===== src/rtl/codiq_chip_sequencer.sv =====
// -----------------------------------------------------------------------------
// codiq_chip_sequencer
//   Feeds the O-QPSK IQ coder (TL_codeur_IQ) from an upstream valid/ready chip
//   source. One chip is issued every DIV clocks: b_in takes the new chip and
//   en_2MHz pulses for one cycle, while mem_state frames the coder window.
//
// Parameters
//   DIV    clk cycles per chip slot (2..255)
//   LEN_W  width of frame_len / chip_count
//
// Ports
//   clk, resetn            clock, asynchronous active-low reset
//   start, abort           frame start request (IDLE only), synchronous abort
//   frame_len              chips per frame, captured on an accepted start
//   chip_valid, chip_data  upstream chip source
//   chip_ready             pop strobe to the upstream source
//   coder_ready, dac_ready downstream readiness, checked at issue slots
//   b_in, en_2MHz          chip and chip strobe to the coder
//   mem_state              coder frame window (WAIT_DAC..FLUSH)
//   busy, done             activity flag, 1-cycle frame-complete pulse
//   underrun               sticky: source empty at an issue slot
//   chip_count             chips issued in the current or last frame
// -----------------------------------------------------------------------------
module codiq_chip_sequencer #(
   parameter int DIV   = 25,
   parameter int LEN_W = 16
) (
   input  logic             clk,
   input  logic             resetn,
   input  logic             start,
   input  logic             abort,
   input  logic [LEN_W-1:0] frame_len,
   input  logic             chip_valid,
   input  logic             chip_data,
   output logic             chip_ready,
   input  logic             coder_ready,
   input  logic             dac_ready,
   output logic             b_in,
   output logic             en_2MHz,
   output logic             mem_state,
   output logic             busy,
   output logic             done,
   output logic             underrun,
   output logic [LEN_W-1:0] chip_count
);

   typedef enum logic [2:0] {
      S_IDLE,
      S_WAIT_DAC,
      S_RUN,
      S_FLUSH,
      S_DONE
   } state_t;

   localparam logic [7:0] TICK_LAST = 8'(DIV - 1);
   localparam logic [7:0] TICK_ONE  = 8'd1;

   state_t           state_q, state_d;
   logic [7:0]       tick_q, tick_d;
   logic [LEN_W-1:0] len_q, len_d;
   logic [LEN_W-1:0] count_q, count_d;
   logic             underrun_q, underrun_d;
   logic             b_in_q, b_in_d;
   logic             en_q, en_d;
   logic             pop_q, pop_d;
   logic             done_q, done_d;
   logic             busy_q, busy_d;
   logic             mem_q, mem_d;

   always_ff @(posedge clk or negedge resetn) begin
      if (!resetn) begin
         state_q    <= S_IDLE;
         tick_q     <= '0;
         len_q      <= '0;
         count_q    <= '0;
         underrun_q <= 1'b0;
         b_in_q     <= 1'b0;
         en_q       <= 1'b0;
         pop_q      <= 1'b0;
         done_q     <= 1'b0;
         busy_q     <= 1'b0;
         mem_q      <= 1'b0;
      end else begin
         state_q    <= state_d;
         tick_q     <= tick_d;
         len_q      <= len_d;
         count_q    <= count_d;
         underrun_q <= underrun_d;
         b_in_q     <= b_in_d;
         en_q       <= en_d;
         pop_q      <= pop_d;
         done_q     <= done_d;
         busy_q     <= busy_d;
         mem_q      <= mem_d;
      end
   end

   always_comb begin
      state_d    = state_q;
      tick_d     = tick_q;
      len_d      = len_q;
      count_d    = count_q;
      underrun_d = underrun_q;
      b_in_d     = b_in_q;
      en_d       = 1'b0;
      pop_d      = 1'b0;
      done_d     = 1'b0;

      if (abort) begin
         // abort wins over start and issue; count, underrun and b_in are held
         state_d = S_IDLE;
         tick_d  = '0;
      end else begin
         unique case (state_q)
            S_IDLE: begin
               if (start && (frame_len != '0)) begin
                  len_d      = frame_len;
                  count_d    = '0;
                  underrun_d = 1'b0;
                  state_d    = S_WAIT_DAC;
               end
            end
            S_WAIT_DAC: begin
               if (dac_ready) begin
                  state_d = S_RUN;
                  tick_d  = '0;
               end
            end
            S_RUN: begin
               if (tick_q == '0) begin
                  // readiness is checked only at a slot; not ready holds tick at 0
                  if (dac_ready && coder_ready) begin
                     if (chip_valid) begin
                        b_in_d = chip_data;
                        en_d   = 1'b1;
                        pop_d  = 1'b1;
                        if (count_q != '1) begin
                           count_d = count_q + LEN_W'(1);
                        end
                        if (count_q == (len_q - LEN_W'(1))) begin
                           state_d = S_FLUSH;
                           tick_d  = '0;
                        end else begin
                           tick_d = TICK_ONE;
                        end
                     end else begin
                        underrun_d = 1'b1;
                        state_d    = S_FLUSH;
                        tick_d     = '0;
                     end
                  end
               end else begin
                  tick_d = (tick_q == TICK_LAST) ? '0 : tick_q + 8'd1;
               end
            end
            S_FLUSH: begin
               if (tick_q == TICK_LAST) begin
                  state_d = S_DONE;
                  tick_d  = '0;
               end else begin
                  tick_d = tick_q + 8'd1;
               end
            end
            S_DONE: begin
               done_d  = 1'b1;
               state_d = S_IDLE;
            end
            default: begin
               state_d = S_IDLE;
               tick_d  = '0;
            end
         endcase
      end

      // status flags are registered from the next state so they track state_q
      busy_d = (state_d != S_IDLE);
      mem_d  = (state_d == S_WAIT_DAC) || (state_d == S_RUN) || (state_d == S_FLUSH);
   end

   assign chip_ready = pop_q;
   assign b_in       = b_in_q;
   assign en_2MHz    = en_q;
   assign mem_state  = mem_q;
   assign busy       = busy_q;
   assign done       = done_q;
   assign underrun   = underrun_q;
   assign chip_count = count_q;

endmodule


===== config.mk =====
export PLATFORM = sky130hd
export DESIGN_NAME = codiq_chip_sequencer
export DESIGN_NICKNAME = d
export VERILOG_FILES = /design/src/rtl/codiq_chip_sequencer.sv
export SDC_FILE = /design/constraint.sdc
export NUM_CORES = 1
export LEC_CHECK = 0
export CAP_MARGIN = 20
export CORE_ASPECT_RATIO = 0.75
export CORE_MARGIN = 2
export CORE_UTILIZATION = 45
export CTS_BUF_LIST = sky130_fd_sc_hd__clkbuf_8
export DETAILED_ROUTE_END_ITERATION = 8
export PLACE_DENSITY = 0.69
export SYNTH_ARGS = -nofsm -noshare
export SYNTH_HDL_FRONTEND = slang
export SYNTH_SLANG_ARGS = --single-unit

===== constraint.sdc =====
create_clock -name clk -period 7.35 [get_ports clk]
set_input_delay 0.735 -clock clk [delete_from_list [all_inputs] [get_ports clk]]
set_output_delay 0.735 -clock clk [all_outputs]
set_load 0.1 [all_outputs]

# Word-level counts from Yosys, hierarchy flattened
# Index checks and enable logic that the tools add are counted.
# W data, S select, Z words.
# totals
reg_bits	49
latch_bits	0
ram_bits	0
romBits	0
memories	0
# classes
add_sub_neg	3
multipliers	0
n_div	0
order_cmp	0
n_eq_ne	19
shift	0
muxes	35
n_bitwise	1
n_reduce_logical	15
# ops
operator	n
$mux W16	5
$mux W8	6
$pmux W16 S2	1
$pmux W8 S4	1
$mux W3	8
$add A16 B1 Y16 const B	1
$eq A16 B16 Y1	1
$ne A16 B16 Y1 const B	1
$reduce_bool A16 Y1	1
$sub A16 B1 Y16 const B	1
$eq A3 B2 Y1 const B	4
$mux W1	12
$ne A2 B2 Y1 const B	6
$pmux W3 S4	1
$add A8 B1 Y8 const B	1
$eq A8 B5 Y1 const B	1
$logic_not A8 Y1	1
$reduce_and A7 Y1	1
$eq A3 B1 Y1 const B	2
$reduce_and A3 Y1	2
$reduce_and A6 Y1	1
$reduce_and A5 Y1	1
$ne A4 B4 Y1 const B	1
$eq A3 B3 Y1 const B	1
10 further kinds	12

# Longest topological paths before layout
# logic_depth
word_depth	11
ltp_mapped	10
depth_no_buf	8

# Least setup slack after synthesis
# Ideal clock, no wire load.
# synth_timing
path_kind	register to register
start	reg count_q[6], in the netlist chip_count[6]
end	reg count_q[3], in the netlist chip_count[3]
t_arrival_ns	2.603
t_required_ns	7.272
slack_ns	4.669
path_stages_with_launch	9
path_buffers	2
path_cell_list	dfrtp_1 nand4_1 nor2_1 a41oi_1 o21ai_2 clkbuf_1 clkbuf_1 o21ai_0 a21oi_1
# synth_via
elab_chain_len	3
# synth_rtl
item	line	text
start, declared	61	logic [LEN_W-1:0] count_q, count_d;
start signal, assigned	87	count_q <= count_d;
$ne A16 B16 Y1	137	if (count_q != '1) begin
$ne A2 B2 Y1 (no source line)	n/a	
$reduce_and A7 Y1 (no source line)	n/a	
# Every way passes these cells.
# A chain may end at the register's enable or synchronous reset.

# Worst setup path in the final report
# layout_timing
start	in frame_len[10]
end	reg count_q[4], in the netlist chip_count[4]
# layout_via
elab_chain_len	4
# layout_rtl
item	line	text
start, declared	32	input logic [LEN_W-1:0] frame_len,
$reduce_bool A16 Y1	116	if (start && (frame_len != '0)) begin
$logic_and A1 B1 Y1	116	
$ne A2 B2 Y1 (no source line)	n/a	
$reduce_and A7 Y1 (no source line)	n/a	
# Every way passes these cells.

==> results_dict.tcl <==
set metrics [dict create \
    status "complete, no violations" \
    grt.busiest_layer "met1" \
    p_clk_frac 0.290 \
    grt_pass1_vias 2307 \
    cp_max_fo 30 \
    final_cells 459 \
    cts.path.max_buffers 2 \
    min_path_type "reg2reg" \
    fmax_ghz 0.345 \
    cp_slowest_cell "o21ai_2" \
    start_util 0.462 \
    gp_congestion 0.882 \
    power_uw 689 \
    ys_ff_latch 49 \
    rsz0062_at_grt "false" \
    die_h_um 73.4 \
    hp-start "underrun$_DFFE_PN0P_" \
    switchingPower_uw 218 \
    final_cell_mix "nand2_1 (68), dfrtp_1 (49), clkdlybuf4s50_1 (45)" \
    via_per_inst 5.65 \
    fillCellCount 576 \
    power_frac_seq 0.470 \
    yosysSeqAreaShare 0.424 \
    period_needed_ps 2900 \
    skew_ps 6.25 \
    antenna_cells 0 \
    cts_tree "yes" \
    drv_cap 0 \
    syn-instance-count 337 \
    grt_pass1_wl_um 11300 \
    cts.sinks 49 \
    async_reset_ff_frac 1.00 \
    reg2reg_to "chip_count[9]$_DFFE_PN0P_" \
    htree_levels 2 \
    fin_nets 405 \
    crit_chain "clkdlybuf4s50_1 -> nor4_1 -> nand4_1 -> and3_1 -> o21ai_2 -> o21ai_0 -> a21oi_1" \
    maxSlewHeadroom 0.337 \
    crit_required_ps 7590 \
    synth_edf_count 0 \
    tightest_slew_ps 991 \
    syn_to_final_growth_pct 21.9 \
    peakVddDrop_mv 0.0895 \
    setup_viol 0 \
    ff2ff_path_depth 8 \
    syn-num-nets 365 \
    hold_viol 0 \
    p_leak_uw 0.00146 \
    syn_area_mm2 0.00289 \
    grt_util_met1 0.321 \
    dp_hpwl_um 5020 \
    layout_commonest_cell "nand2_1" \
    combPwrFrac 0.240 \
    grt.total_usage 0.209 \
    pin_count 47 \
    min_to "underrun$_DFFE_PN0P_" \
    cp_slowest_stage_delay_ps 740 \
    insertion_delay_ps 310 \
    dp_slack_ps 4100 \
    critPathArrivalTime_ps 3140 \
    internal-power_uw 471 \
    startpoint_type "input pin" \
    reg2reg_slack_ps 4600 \
    vias 2593 \
    io_buffers 46 \
    dp.cells 451 \
    cts.repair.resized 0 \
    use_met2 0.300 \
    worstSetupPathType "in2reg" \
    drc 0 \
    routed_wl_um 6850 \
    wl_per_cell_um 14.9 \
    hold_buffers 0 \
    clkTransAtPathRegs_ps 90 \
    drt-initial-drc-count 188 \
    fin_crit_sh 0.395 \
    rows 25 \
    crit_family "compound AO/OA/AOI/OAI gates" \
    grt_max_degree 50 \
    ys_types 47 \
    critPathBufInv 1 \
    setup_tns_ps 0 \
    cp-end-kind "flip-flop" \
    cts-root-buf "clkbuf_8" \
    worst_slack_ps 4450 \
    yosysWarnings 0 \
    hold_slack_ps 501 \
    drv_slew 0 \
    avgSynthCellArea_um2 8.58 \
    dr.pass1.iters 4 \
    antenna_left 0 \
    switching_share 0.316 \
    drive_above_1_share 0.0423 \
    antenna_found_initial 0 \
    grt_overflow_total 0 \
    whs_path_depth 2 \
    powerDensity_mw_per_mm2 196 \
    die-area_mm2 0.00709 \
    cts_made_buffers 5 \
    postCtsSetupRepairBufs 0 \
    r2r-start "tick_q[0]$_DFFE_PN0P_" \
    yosys_most_used_dff "dfrtp_1" \
    grt_use_met3 0.0359 \
    chipWidth_um 96.5 \
    core_region_area_mm2 0.00626 \
]
## how the worst max path moves through the flow
stage                     slack (ps)                      start  cells after the start                         to
after floorplan                 4670  chip_count[6]$_DFFE_PN0P_                      8  chip_count[3]$_DFFE_PN0P_
after global placement          4170               frame_len[9]                      7  chip_count[9]$_DFFE_PN0P_
after detailed placement        4100              frame_len[10]                      7  chip_count[7]$_DFFE_PN0P_
after CTS                       4420              frame_len[10]                      7  chip_count[4]$_DFFE_PN0P_
after global routing            4130              frame_len[10]                      7  chip_count[3]$_DFFE_PN0P_
final                           4450              frame_len[10]                      7  chip_count[4]$_DFFE_PN0P_
## Yosys cell counts (2+ instances only)
library cell | n | share of area
nand2_1 | 68 | 0.088
dfrtp_1 | 49 | 0.42
nor2_1 | 22 | 0.029
o21ai_0 | 19 | 0.033
a21oi_1 | 16 | 0.028
clkbuf_1 | 12 | 0.016
nor3_1 | 12 | 0.021
xnor2_1 | 12 | 0.036
nand3_1 | 11 | 0.019
xor2_1 | 11 | 0.033
o31ai_1 | 10 | 0.026
nor4_1 | 9 | 0.019
or3_1 | 9 | 0.019
or4_1 | 8 | 0.021
inv_1 | 7 | 0.0091
and3_1 | 6 | 0.013
nand4_1 | 6 | 0.013
ha_1 | 4 | 0.017
nand2b_1 | 4 | 0.0087
and2_1 | 3 | 0.0065
a21o_1 | 2 | 0.0052
a22o_1 | 2 | 0.0061
a311oi_1 | 2 | 0.0061
a31oi_1 | 2 | 0.0043
buf_6 | 2 | 0.0078
mux2i_1 | 2 | 0.0069
nand3b_1 | 2 | 0.0052
nor2b_1 | 2 | 0.0043
nor3b_1 | 2 | 0.0052
o211ai_1 | 2 | 0.0052
o31a_1 | 2 | 0.0061
o41ai_1 | 2 | 0.0061
## power by group through the flow
stage	logic, uW	registers, uW	clock network (uW)
floorplan	107	337	0
global placement	161	328	0
detailed placement	166	328	0
CTS	167	323	203
global route	186	328	214
finish	166	324	200
## layout make-up
type	instances	area (um^2)	share of cell area
Clock buffer	6	82.6	0.0234
Clock inverter	2	33.8	0.00959
Inverter	7	26.3	0.00746
Multi-Input combinational cell	266	1560	0.444
Sequential cell	49	1230	0.348
Timing Repair Buffer	48	490	0.139
Tap cell	81	101	0.0288
## worst register-to-register path: stages (launching register included)
cell     delay, ps
dfrtp_1        440
inv_1          100
ha_1           130
or4b_4         490
nor4_4         240
and3_1         270
o21ai_2        270
or4_1          590
a21oi_1        150
## flip-flops by register name, indices dropped and copies added (netlist names), 3 cells and up
register / count
len_q: 16
state_q: 3
chip_count: 16
tick_q: 8
## kinds of logic (layout without fill, tap and decap cells)
group / after synthesis / in the layout / share of synthesized area
AO/OA/AOI/OAI: 66 / 66 / 0.145
XOR/XNOR: 23 / 23 / 0.0697
adder cells (fa/ha/maj): 4 / 4 / 0.0173
buffers and inverters: 22 / 63 / 0.0351
flip-flops: 49 / 49 / 0.424
multiplexers: 3 / 3 / 0.0108
AND/OR/NAND/NOR: 170 / 170 / 0.297
## routing by layer
metal | wire, um | part of all wire
met5 | 0 | 0
met3 | 339 | 0.050
met4 | 97 | 0.014
met1 | 3470 | 0.51
met2 | 2940 | 0.43
## metrics by stage
step / area, um^2 / util
final: 3520 / 0.563
after global routing: 3520 / 0.563
after CTS: 3520 / 0.563
after detailed placement: 3410 / 0.545
after global placement: 3380 / 0.540
after floorplan: 2890 / -
Power figures use the tool's default switching activity.
